**src/rtl/sequential_subtractor_64bit.sv**
```systemverilog
// Multi-cycle borrow-chain subtractor: D = A - B - Bi, one SLICE-bit segment per clock.
// Optional macro SUB_OVERFLOW_FLAG_EN adds a registered signed-overflow output V.
module sequential_subtractor_64bit #(
    parameter int WIDTH = 64,
    parameter int SLICE = 4
) (
    input  logic             clk,
    input  logic             rst_n,
    input  logic             in_valid,
    output logic             in_ready,
    input  logic [WIDTH-1:0] A,
    input  logic [WIDTH-1:0] B,
    input  logic             Bi,
    output logic             out_valid,
    input  logic             out_ready,
    output logic [WIDTH-1:0] D,
    output logic             Bo,
    output logic             busy
`ifdef SUB_OVERFLOW_FLAG_EN
    ,
    output logic             V
`endif
);

    localparam int N     = WIDTH / SLICE;
    localparam int IDX_W = (N > 1) ? $clog2(N) : 1;

    if ((WIDTH % SLICE) != 0) begin : g_width_check
        $error("WIDTH must be a multiple of SLICE");
    end

    typedef enum logic [1:0] {S_IDLE, S_RUN, S_DONE} state_t;

    state_t             state_q, state_d;
    logic [WIDTH-1:0]   a_q, a_d;
    logic [WIDTH-1:0]   nb_q, nb_d;
    logic [WIDTH-1:0]   res_q, res_d;
    logic [IDX_W-1:0]   idx_q, idx_d;
    logic               carry_q, carry_d;
    logic [WIDTH-1:0]   d_q, d_d;
    logic               bo_q, bo_d;
    logic               in_ready_q, in_ready_d;
    logic               out_valid_q, out_valid_d;
    logic               busy_q, busy_d;
`ifdef SUB_OVERFLOW_FLAG_EN
    logic               a_msb_q, a_msb_d;
    logic               b_msb_q, b_msb_d;
    logic               v_q, v_d;
`endif

    logic [SLICE:0]     slice_sum;
    logic [WIDTH-1:0]   res_next;

    // The single slice adder: A + ~B + carry, where carry starts as ~Bi.
    assign slice_sum = (SLICE+1)'(a_q[SLICE-1:0]) + (SLICE+1)'(nb_q[SLICE-1:0])
                     + (SLICE+1)'(carry_q);
    // New segment enters at the top; after N steps segment 0 lands in the low bits.
    assign res_next  = (res_q >> SLICE) | (WIDTH'(slice_sum[SLICE-1:0]) << (WIDTH - SLICE));

    always_comb begin
        // NOTE: every _d defaults to its _q first, so no path can leave a latch behind.
        state_d     = state_q;
        a_d         = a_q;
        nb_d        = nb_q;
        res_d       = res_q;
        idx_d       = idx_q;
        carry_d     = carry_q;
        d_d         = d_q;
        bo_d        = bo_q;
        in_ready_d  = in_ready_q;
        out_valid_d = out_valid_q;
        busy_d      = busy_q;
`ifdef SUB_OVERFLOW_FLAG_EN
        a_msb_d     = a_msb_q;
        b_msb_d     = b_msb_q;
        v_d         = v_q;
`endif
        case (state_q)
            S_IDLE: begin
                if (in_valid) begin
                    a_d        = A;
                    nb_d       = ~B;
                    carry_d    = ~Bi;
                    idx_d      = '0;
                    state_d    = S_RUN;
                    in_ready_d = 1'b0;
                    busy_d     = 1'b1;
`ifdef SUB_OVERFLOW_FLAG_EN
                    a_msb_d    = A[WIDTH-1];
                    b_msb_d    = B[WIDTH-1];
`endif
                end
            end
            S_RUN: begin
                a_d     = a_q >> SLICE;
                nb_d    = nb_q >> SLICE;
                res_d   = res_next;
                carry_d = slice_sum[SLICE];
                idx_d   = idx_q + IDX_W'(1);
                if (idx_q == IDX_W'(N - 1)) begin
                    idx_d       = '0;
                    state_d     = S_DONE;
                    out_valid_d = 1'b1;
                    d_d         = res_next;
                    bo_d        = ~slice_sum[SLICE];
`ifdef SUB_OVERFLOW_FLAG_EN
                    v_d         = (a_msb_q != b_msb_q) && (res_next[WIDTH-1] != a_msb_q);
`endif
                end
            end
            S_DONE: begin
                if (out_ready) begin
                    state_d     = S_IDLE;
                    out_valid_d = 1'b0;
                    in_ready_d  = 1'b1;
                    busy_d      = 1'b0;
                end
            end
            default: begin
                state_d     = S_IDLE;
                out_valid_d = 1'b0;
                in_ready_d  = 1'b1;
                busy_d      = 1'b0;
            end
        endcase
    end

    // NOTE: sequential state uses non-blocking assignments only, so all flops update together.
    always_ff @(posedge clk or negedge rst_n) begin
        if (!rst_n) begin
            state_q     <= S_IDLE;
            a_q         <= '0;
            nb_q        <= '0;
            res_q       <= '0;
            idx_q       <= '0;
            carry_q     <= 1'b0;
            d_q         <= '0;
            bo_q        <= 1'b0;
            in_ready_q  <= 1'b1;
            out_valid_q <= 1'b0;
            busy_q      <= 1'b0;
`ifdef SUB_OVERFLOW_FLAG_EN
            a_msb_q     <= 1'b0;
            b_msb_q     <= 1'b0;
            v_q         <= 1'b0;
`endif
        end else begin
            state_q     <= state_d;
            a_q         <= a_d;
            nb_q        <= nb_d;
            res_q       <= res_d;
            idx_q       <= idx_d;
            carry_q     <= carry_d;
            d_q         <= d_d;
            bo_q        <= bo_d;
            in_ready_q  <= in_ready_d;
            out_valid_q <= out_valid_d;
            busy_q      <= busy_d;
`ifdef SUB_OVERFLOW_FLAG_EN
            a_msb_q     <= a_msb_d;
            b_msb_q     <= b_msb_d;
            v_q         <= v_d;
`endif
        end
    end

    assign in_ready  = in_ready_q;
    assign out_valid = out_valid_q;
    assign busy      = busy_q;
    assign D         = d_q;
    assign Bo        = bo_q;
`ifdef SUB_OVERFLOW_FLAG_EN
    assign V         = v_q;
`endif

endmodule

```
**config.mk**
```make
export PLATFORM = sky130hd
export DESIGN_NAME = sequential_subtractor_64bit
export DESIGN_NICKNAME = d
export VERILOG_FILES = /design/src/rtl/sequential_subtractor_64bit.sv
export SDC_FILE = /design/constraint.sdc
export NUM_CORES = 1
export LEC_CHECK = 0
export ABC_AREA = 1
export CAP_MARGIN = 0
export CORE_MARGIN = 4
export CORE_UTILIZATION = 47
export DETAILED_ROUTE_END_ITERATION = 8
export GPL_TIMING_DRIVEN = 0
export PLACE_DENSITY = 0.86
export SLEW_MARGIN = 20
export SYNTH_ARGS = -nofsm -noshare
export SYNTH_HDL_FRONTEND = slang
export SYNTH_SLANG_ARGS = --single-unit
```
**constraint.sdc**
```tcl
create_clock -name clk -period 1.74 [get_ports clk]
set_input_delay 0.261 -clock clk [delete_from_list [all_inputs] [get_ports clk]]
set_output_delay 0.261 -clock clk [all_outputs]
set_load 0.03 [all_outputs]
```
# Word-level counts from Yosys, hierarchy flattened
# Index checks and enable logic that the tools add are counted.
# W data, S select, Z words.
[op_classes]
eq_ne = 6
n_reduce_logical = 7
addsub = 3
n_bitwise = 6
mux = 21
[ops]
columns = ["op", "n"]
rows = [
  ["$pmux W64 S2", 2],
  ["$mux W64", 2],
  ["$not A64 Y64", 1],
  ["$or A60 B64 Y64", 1],
  ["$pmux W1 S3", 3],
  ["$reduce_and A3 Y1", 3],
  ["$mux W4", 2],
  ["$pmux W4 S2", 1],
  ["$mux W1", 6],
  ["$mux W2", 3],
  ["$ne A2 B2 Y1 const B", 3],
  ["$pmux W2 S3", 1],
  ["$add A4 B4 Y5", 1],
  ["$add A5 B1 Y5", 1],
  ["$add A4 B1 Y4 const B", 1],
  ["$eq A4 B4 Y1 const B", 1],
  ["$not A1 Y1", 4],
  ["$reduce_and A2 Y1", 2],
  ["$eq A2 B1 Y1 const B", 1],
  ["$eq A2 B2 Y1 const B", 1],
  ["$logic_not A2 Y1", 1],
  ["$pmux W1 S2", 1],
  ["$reduce_bool A2 Y1", 1],
]
[totals]
wordCells = 54
input_bits = 133
reg_bits = 267

# Logic depth before layout (Yosys ltp)
[depth]
depth_word = 3
ltp_mapped = 8

# Worst setup path after synthesis
# No wires, ideal clock.
[synth_timing]
path_kind = "register to register"
start = "register a_q[0]"
end = "register carry_q"
t_required_ns = 1.657
setup_ns = 0.083
synth_period_minus_slack_ns = 1.628
slack_ns = 0.112
t_arrival_ns = 1.545
path_stages_with_launch = 8
cell_sequence = "dfrtp_1 inv_1 fa_1 fa_1 nand3b_1 nand3_1 nand2_1 o21ai_0"
[synth_between]
elab_chain_len = 3
[synth_lines]
columns = ["item", "line", "text"]
rows = [
  ["from (decl)", "35", "logic [WIDTH-1:0] a_q, a_d;"],
  ["from (signal assigned)", "132", "a_q <= '0;"],
  ["from (signal assigned)", "149", "a_q <= a_d;"],
  ["$add A4 B4 Y5", "55", "assign slice_sum = (SLICE+1)'(a_q[SLICE-1:0]) + (SLICE+1)'(nb_q[SLICE-1:0])"],
  ["$add A5 B1 Y5", "56", "+ (SLICE+1)'(carry_q);"],
  ["$pmux W1 S2", "78", "case (state_q)"],
  ["to (signal assigned)", "153", "carry_q <= carry_d;"],
  ["to (decl)", "39", "logic carry_q, carry_d;"],
]
# No other way between the ends.
# A chain may end at the register's enable or synchronous reset.

# Final worst setup path
[layout_timing]
start = "register state_q[0]"
end = "register res_q[34]"
[layout_between]
elab_chain_len = 1
[layout_lines]
columns = ["item", "line", "text"]
rows = [
  ["from (decl)", "34", "state_t state_q, state_d;"],
  ["from (signal assigned)", "148", "state_q <= state_d;"],
  ["$eq A2 B1 Y1", "78", ""],
  ["to (signal assigned)", "151", "res_q <= res_d;"],
  ["to (decl)", "37", "logic [WIDTH-1:0] res_q, res_d;"],
]
# No other way between the ends.

==> summary.txt <==
Yosys
  – FF+latch count, synth: around 260
  – Distinct cell type count after synthesis: 27
  – Main flop type after synthesis: dfrtp_1
  – Avg Inst Size Synth: approximately 9.0 um^2
  – Mapped Cells: between 1000 and 1500
  – Sequential share of the synthesized area: 59.4%
  – Proportion of netlist area held by the largest area contributor: between 50 and 60%
  – Mapped Area: between 10000 and 15000 um^2
  – Area leader, netlist: dfrtp_1
  – Async S/R FF share, synth: between 90% and 100%
  – Synth warn: 0
  – Count of flip-flops with a built-in enable after synthesis: 0
  – Top-count cell post-synth: o21ai_0
  – Synth cell count leaders: o21ai_0 (292), dfrtp_1 (262), nand2_1 (216)
  – Synth area leaders: dfrtp_1 (59%), o21ai_0 (13%), nand2_1 (7.3%), nand3_1 (6.1%), o21ai_1 (2.9%)
  – Mapped Nets: around 1400

Critical path
  – Critical setup path kind: reg2reg
  – Worst path cell trace: nand2_4 -> buf_2 -> clkbuf_1 -> nand2_1 -> o21ai_0
  – Worst setup SP type: flop
  – Critical Path RT: between 2000 and 2500 ps
  – Delay-heaviest family, CP: buffers and inverters
  – Slowest-stage cell, CP: dfrtp_1
  – CP max stage delay: between 400 and 500 ps
  – Crit path buffers/inverters: 2
  – CP max FO: 10
  – Setup crit end kind: flop
  – CP arrival: about 2200 ps

STA
  – Fin. Hold Viols: 0
  – Tcrit/Tclk final: 99.8%
  – Worst Tran Pin Value: 471 ps
  – RSZ-0062 raised after global routing: true
  – Fmax: around 580 MHz
  – Pins over their slew limit: 0
  – # setup viols final: 0
  – Max transition margin: between 60 and 70%
  – Minimum clock period after layout: approximately 1700 ps
  – Final worst-path setup slack: about 3.9 ps
  – Worst Skew: 9.16 ps
  – Hold Worst Slack: 212 ps

Cells and area
  – Share of cells above drive strength 1: under 10%
  – Multi-input logic area: 3820 um^2
  – Antenna diode count: 0
  – Filler Cells Inserted: between 1500 and 2000
  – Area grow syn2layout: 31.5%
  – Net count, final: 1606
  – Final Core Density: around 64%
  – Reg area: 6580 um^2

Pwr
  – Peak VDD IR: 0.00100 V
  – Leak Pwr: roughly 0.0066 uW
  – Pwr Density: 1850 nW/um^2

Place
  – Gpl congestion: between 0.8 and 0.9
  – HPWL Detailed: roughly 21000 um
  – PortBufs: 200
  – Place WS: -345 ps

Route
  – Met3 wire len: between 2000 and 2500 um
  – DR DRC count: 0
  – Starting DRC count in detailed routing: about 760
  – DR top layer: met4
  – Via count: slightly below 10000
  – DR WL/cell: around 17 um
  – Vias/cell: around 5.4
  – First-pass detailed-route iteration total: 5
  – Routed wire length: 30500 um
  – Met1 wire length: about 13000 um
  – WL met2: 14600 um
  – Routed Antenna Nets: 0

Die
  – # IOs: between 200 and 250
  – Initial Util: just under 50%
  – Core area: around 23000 um^2
  – Row count: 55
  – DIE AREA: 26100 um^2
  – Die Width: 162 um
  – Die Y: between 150 and 200 um

Clock network
  – Worst skew pair latency: roughly 530 ps
  – CTS tree: yes
  – Root Driver: clkbuf_16
  – CTS H-tree lvls: 1
  – Clock sink total: about 260
  – CTS max path bufs: 3
  – Clk slew on worst S/H paths: about 70 ps
  – CTS Buf Count: 28

Flow run
  – # Max-Cap Violations: 0

Min path
  – Worst min path class: in2async

Global route
  – Global Route Usage Sum: between 20% and 30%
  – Total grt overflow: 0
  – Initial antenna violation count: 0
  – Vias in the first global route: between 9000 and 10000
  – First-pass GRT wire length: ~49000 um
  – Pin count of the biggest net entering global routing: 98

Run status
  – Status: finished clean
[routing by layer]
layer	GRT usage, %	up-vias
li1	-	4594
met1	30.2	4718
met2	37.8	417
met3	3.93	62
met4	6.20	0
met5	0	-
[stage by stage]
step | total power [uW] | TNS (ps) | cell area [um^2] | cells
final | 26900 | 0 | 14600 | 1801
after global routing | 28700 | -113 | 14600 | 1801
after CTS | 26800 | 0 | 14500 | 1797
after detailed placement | 20900 | -21780 | 13600 | 1744
after global placement | 20400 | -2725430 | 13500 | 1741
after floorplan | 16800 | 0 | 11100 | 1228
[worst reg2reg max path, stage by stage (launching register included)]
cell,delay (ps)
dfrtp_1,450
nand2_4,190
buf_2,310
clkbuf_1,380
nand2_1,120
o21ai_0,160
[registers in the layout, indices dropped and copies added (netlist names), 2 cells and up]
name and flops:
D 64, a_q 64, nb_q 64, res_q 60, idx_q 4, state_q 2
[logic make-up (layout without fill, tap and decap cells)]
logic type	count (synthesis)	in the layout	synth area share [%]
compound gates	373	373	17.2
xor+xnor	1	1	0.0791
fa+ha+maj	6	6	0.813
buf+inv	162	422	6.27
flops	263	263	59.4
simple gates	423	423	16.2
[path summary, 6_finish.rpt]
kind	startpoint	to	slack [ps]	cells after the start
min in group clk	B[63]	nb_q[63]	300	2
min	rst_n	D[42]	210	2
max in group asynchronous	rst_n	in_ready	290	5
max reg2reg	state_q[0]	res_q[34]	4	5
min reg2reg	D[2]	D[2]	470	2
max	state_q[0]	res_q[34]	4	5
[layout by cell type, fill, tap and decap left out, types with 3 or more instances in the layout]
master	Yosys	layout
a21oi_1	4	4
dlygate4sd2_1	0	67
inv_1	66	64
clkinv_2	0	4
clkbuf_2	0	26
buf_2	18	16
ha_1	4	3
buf_6	7	7
o21ai_0	292	290
nor2_1	66	66
o21ai_1	65	67
o21ai_2	8	8
o22ai_1	3	3
clkbuf_1	61	45
nand2_1	216	216
buf_4	3	6
inv_2	3	5
clkbuf_16	0	31
buf_16	0	3
clkdlybuf4s50_1	0	131
dfrtp_1	262	262
nand3_1	134	134
clkbuf_8	0	8
[timing repair]
item / in CTS / in global routing
endpoints found under the hold margin: 106 / 0
resized for setup: 76 / 52
pin swaps: 1 / 3
buffers inserted: 1 / 2
endpoints found under the setup margin: 99 / 201
cloned: 0 / 2
hold buffers: 1 / 0
[layout make-up]
cell class	count	area share [%]
flip-flops and latches	263	45.2
plain buffers	93	3.25
multi-input cells	803	26.2
clock buffers	44	5.92
well taps	313	2.69
inverters	69	1.78
repair buffers	209	14.3
clock inverters	7	0.610
[where the power goes]
group / internal, uW / leakage [uW] / switching (uW)
logic: 3500 / 0.00291 / 6840
clock network: 3680 / 0.000472 / 2410
registers: 8940 / 0.00327 / 1560
total: 16100 / 0.00665 / 10800
Power figures use the tool's default switching activity.
==> edit (same flow settings) <==
Change the parameter `SLICE` from 4 to 2.
--- a/src/rtl/sequential_subtractor_64bit.sv
+++ b/src/rtl/sequential_subtractor_64bit.sv
@@ -2,7 +2,7 @@
 // Optional macro SUB_OVERFLOW_FLAG_EN adds a registered signed-overflow output V.
 module sequential_subtractor_64bit #(
     parameter int WIDTH = 64,
-    parameter int SLICE = 4
+    parameter int SLICE = 2
 ) (
     input  logic             clk,
     input  logic             rst_n,
Behaviour: no difference found for any inputs over 10 cycles, from zero or initial values and one cycle with rst_n low; that may be too few to reach the edited logic, so the function may still have changed.
==> edit against the unedited design <==
Combinational power down 31%. Design area is 0.70% higher. Wire length fell by 3.5%. Worst setup slack better by 89 ps. Sequential cell count up 3. Total power decreased by 16%. Global-route usage down 0.73 points. Synthesized area increased by 1.2%. Highest routed layer is now met5.
==> edit: results (changes against the unedited design) <==
metric;value;unit;change
TritonCTS Buffers;28;;unchanged
Post-DP HPWL;20400;µm;-3.4%
GRT Overall Usage;21.7;%;-0.73 points
layout cells sized above 1;8.12;%;-0.69 points
Post-synth top cells;468 x nand2_1, 288 x o21ai_0, 265 x dfrtp_1;;
largest net degree at the start of global routing;102;;+4.1%
Worst VDD drop;0.811;mV;-19%
CP peak stage delay;530;ps;+80 ps
reg2reg start;a_q[0];;
Switch Pwr;8.09;mW;-25%
Routability Congestion;0.841;;about the same
routing usage on met2;36.7;%;-1.1 points
worst reg-to-reg setup slack;120;ps;+120 ps
Final Skew;11.5;ps;+2.30 ps
CTS Buffer Depth;3;;unchanged
routed wire length per instance;15.7;µm;-7.1%
clk slew on worst S/H paths;60;ps;
top_reg_cell synth;dfrtp_1;;
CP max stage cell;dfstp_2;;
status;completed;;
Crit Path Max Fanout;2;;-8
CP top delay family;flip-flops;;
crit path DAT;1390;ps;-760 ps
maximum operating frequency;0.607;GHz;+5.4%
vias in the first global route;9431;;-4.2%
register area share after synthesis;59.4;%;about the same
Flop pwr share;42.4;%;+3.4 points
Vias/cell;5.17;;-4.9%
global-route wire length before repair;47100;µm;-3.2%
HP Class;input pin to register;;
grt met3 use;4.45;%;+0.52 points
CP startpoint;in_ready;;
reg2reg end;res_q[63];;
leak pwr;7.12;nW;+7.2%
Nets;1668;;+3.9%
grt ovf;0;;unchanged
Worst-Skew Late Latency;530;ps;about the same
Slew HR;54.5;%;-14 points
DP Worst Slack;-241;ps;+104 ps
synth top area cells;dfrtp_1 59%, nand2_1 16%, o21ai_0 13%;;
post-synthesis net count;1430;;+4.6%
Yosys cell types;20;;-26%
Critical Path End;in_ready;;
initial antenna violation count;1;;+1
R2R cell count;6;;+1
GR Util met1;29.0;%;-1.2 points
GRT busiest layer;met2;;
Clock Root Buffer;clkbuf_16;;
H-tree Lvls;1;;unchanged
# port buffers;200;;unchanged
DR iter-0 viols;734;;-2.8%
drt pass-1 iters;6;;+1
ANT cells;0;;unchanged
[edit: how the worst min path moves through the flow]
stage              from  endpoint  slack [ps]  cells after the start
2_1_floorplan     rst_n        Bo         -30                      0
4_1_cts           A[62]   a_q[62]         250                      3
5_1_grt           A[62]   a_q[62]         300                      3
3_5_place_dp      rst_n     D[21]         330                      1
6_report          A[62]   a_q[62]         270                      3
3_3_place_gp   nb_q[16]  nb_q[16]         460                      2
[edit: per-stage QoR]
step,total power [mW],cell area (µm²),instances
3_5_place_dp,16.6,13700,1814
6_report,22.6,14700,1871
4_1_cts,22.6,14600,1866
2_1_floorplan,14.1,11200,1293
3_3_place_gp,16.2,13600,1812
5_1_grt,24.2,14700,1871
[edit: repair_timing]
item,4_1_cts,5_1_grt
cloned,0,2
endpoints found under the setup margin,135,73
buffers inserted,0,3
hold buffers,1,0
pin swaps,0,4
endpoints found under the hold margin,90,0
gates resized for setup,85,28
[edit: cell type report]
| type | instances | area (µm²) |
|---|---|---|
| Clock inverter | 6 | 58.8 |
| Multi-Input combinational cell | 840 | 3730 |
| Inverter | 107 | 407 |
| Sequential cell | 266 | 6660 |
| Tap cell | 319 | 399 |
| Timing Repair Buffer | 207 | 2040 |
| Buffer | 81 | 512 |
| Fill cell | 1945 | 8810 |
| Clock buffer | 45 | 866 |
[edit: cell families (layout without fill, tap and decap cells)]
group           after synthesis  count (layout)  synth area share, %
flops                       266             266                 59.4
compound gates              352             352                 15.7
buf+inv                     188             446                 7.79
simple gates                483             484                 16.5
fa+ha+maj                     4               4                0.581
[edit: per-layer routing]
| metal | part of all wire (%) | vias up |
|---|---|---|
| li1 | - | 4606 |
| met1 | 42 | 4642 |
| met2 | 48 | 384 |
| met3 | 7.8 | 43 |
| met4 | 2.2 | 2 |
| met5 | 0.068 | - |
[edit: power groups by stage]
stage | sequential [mW] | clock (mW) | combinational [mW]
final | 9.58 | 5.94 | 7.09
after floorplan | 9.36 | 0 | 4.76
after detailed placement | 9.56 | 0 | 7.03
after global routing | 9.82 | 6.25 | 8.14
after global placement | 9.54 | 0 | 6.66
after CTS | 9.54 | 6.00 | 7.03
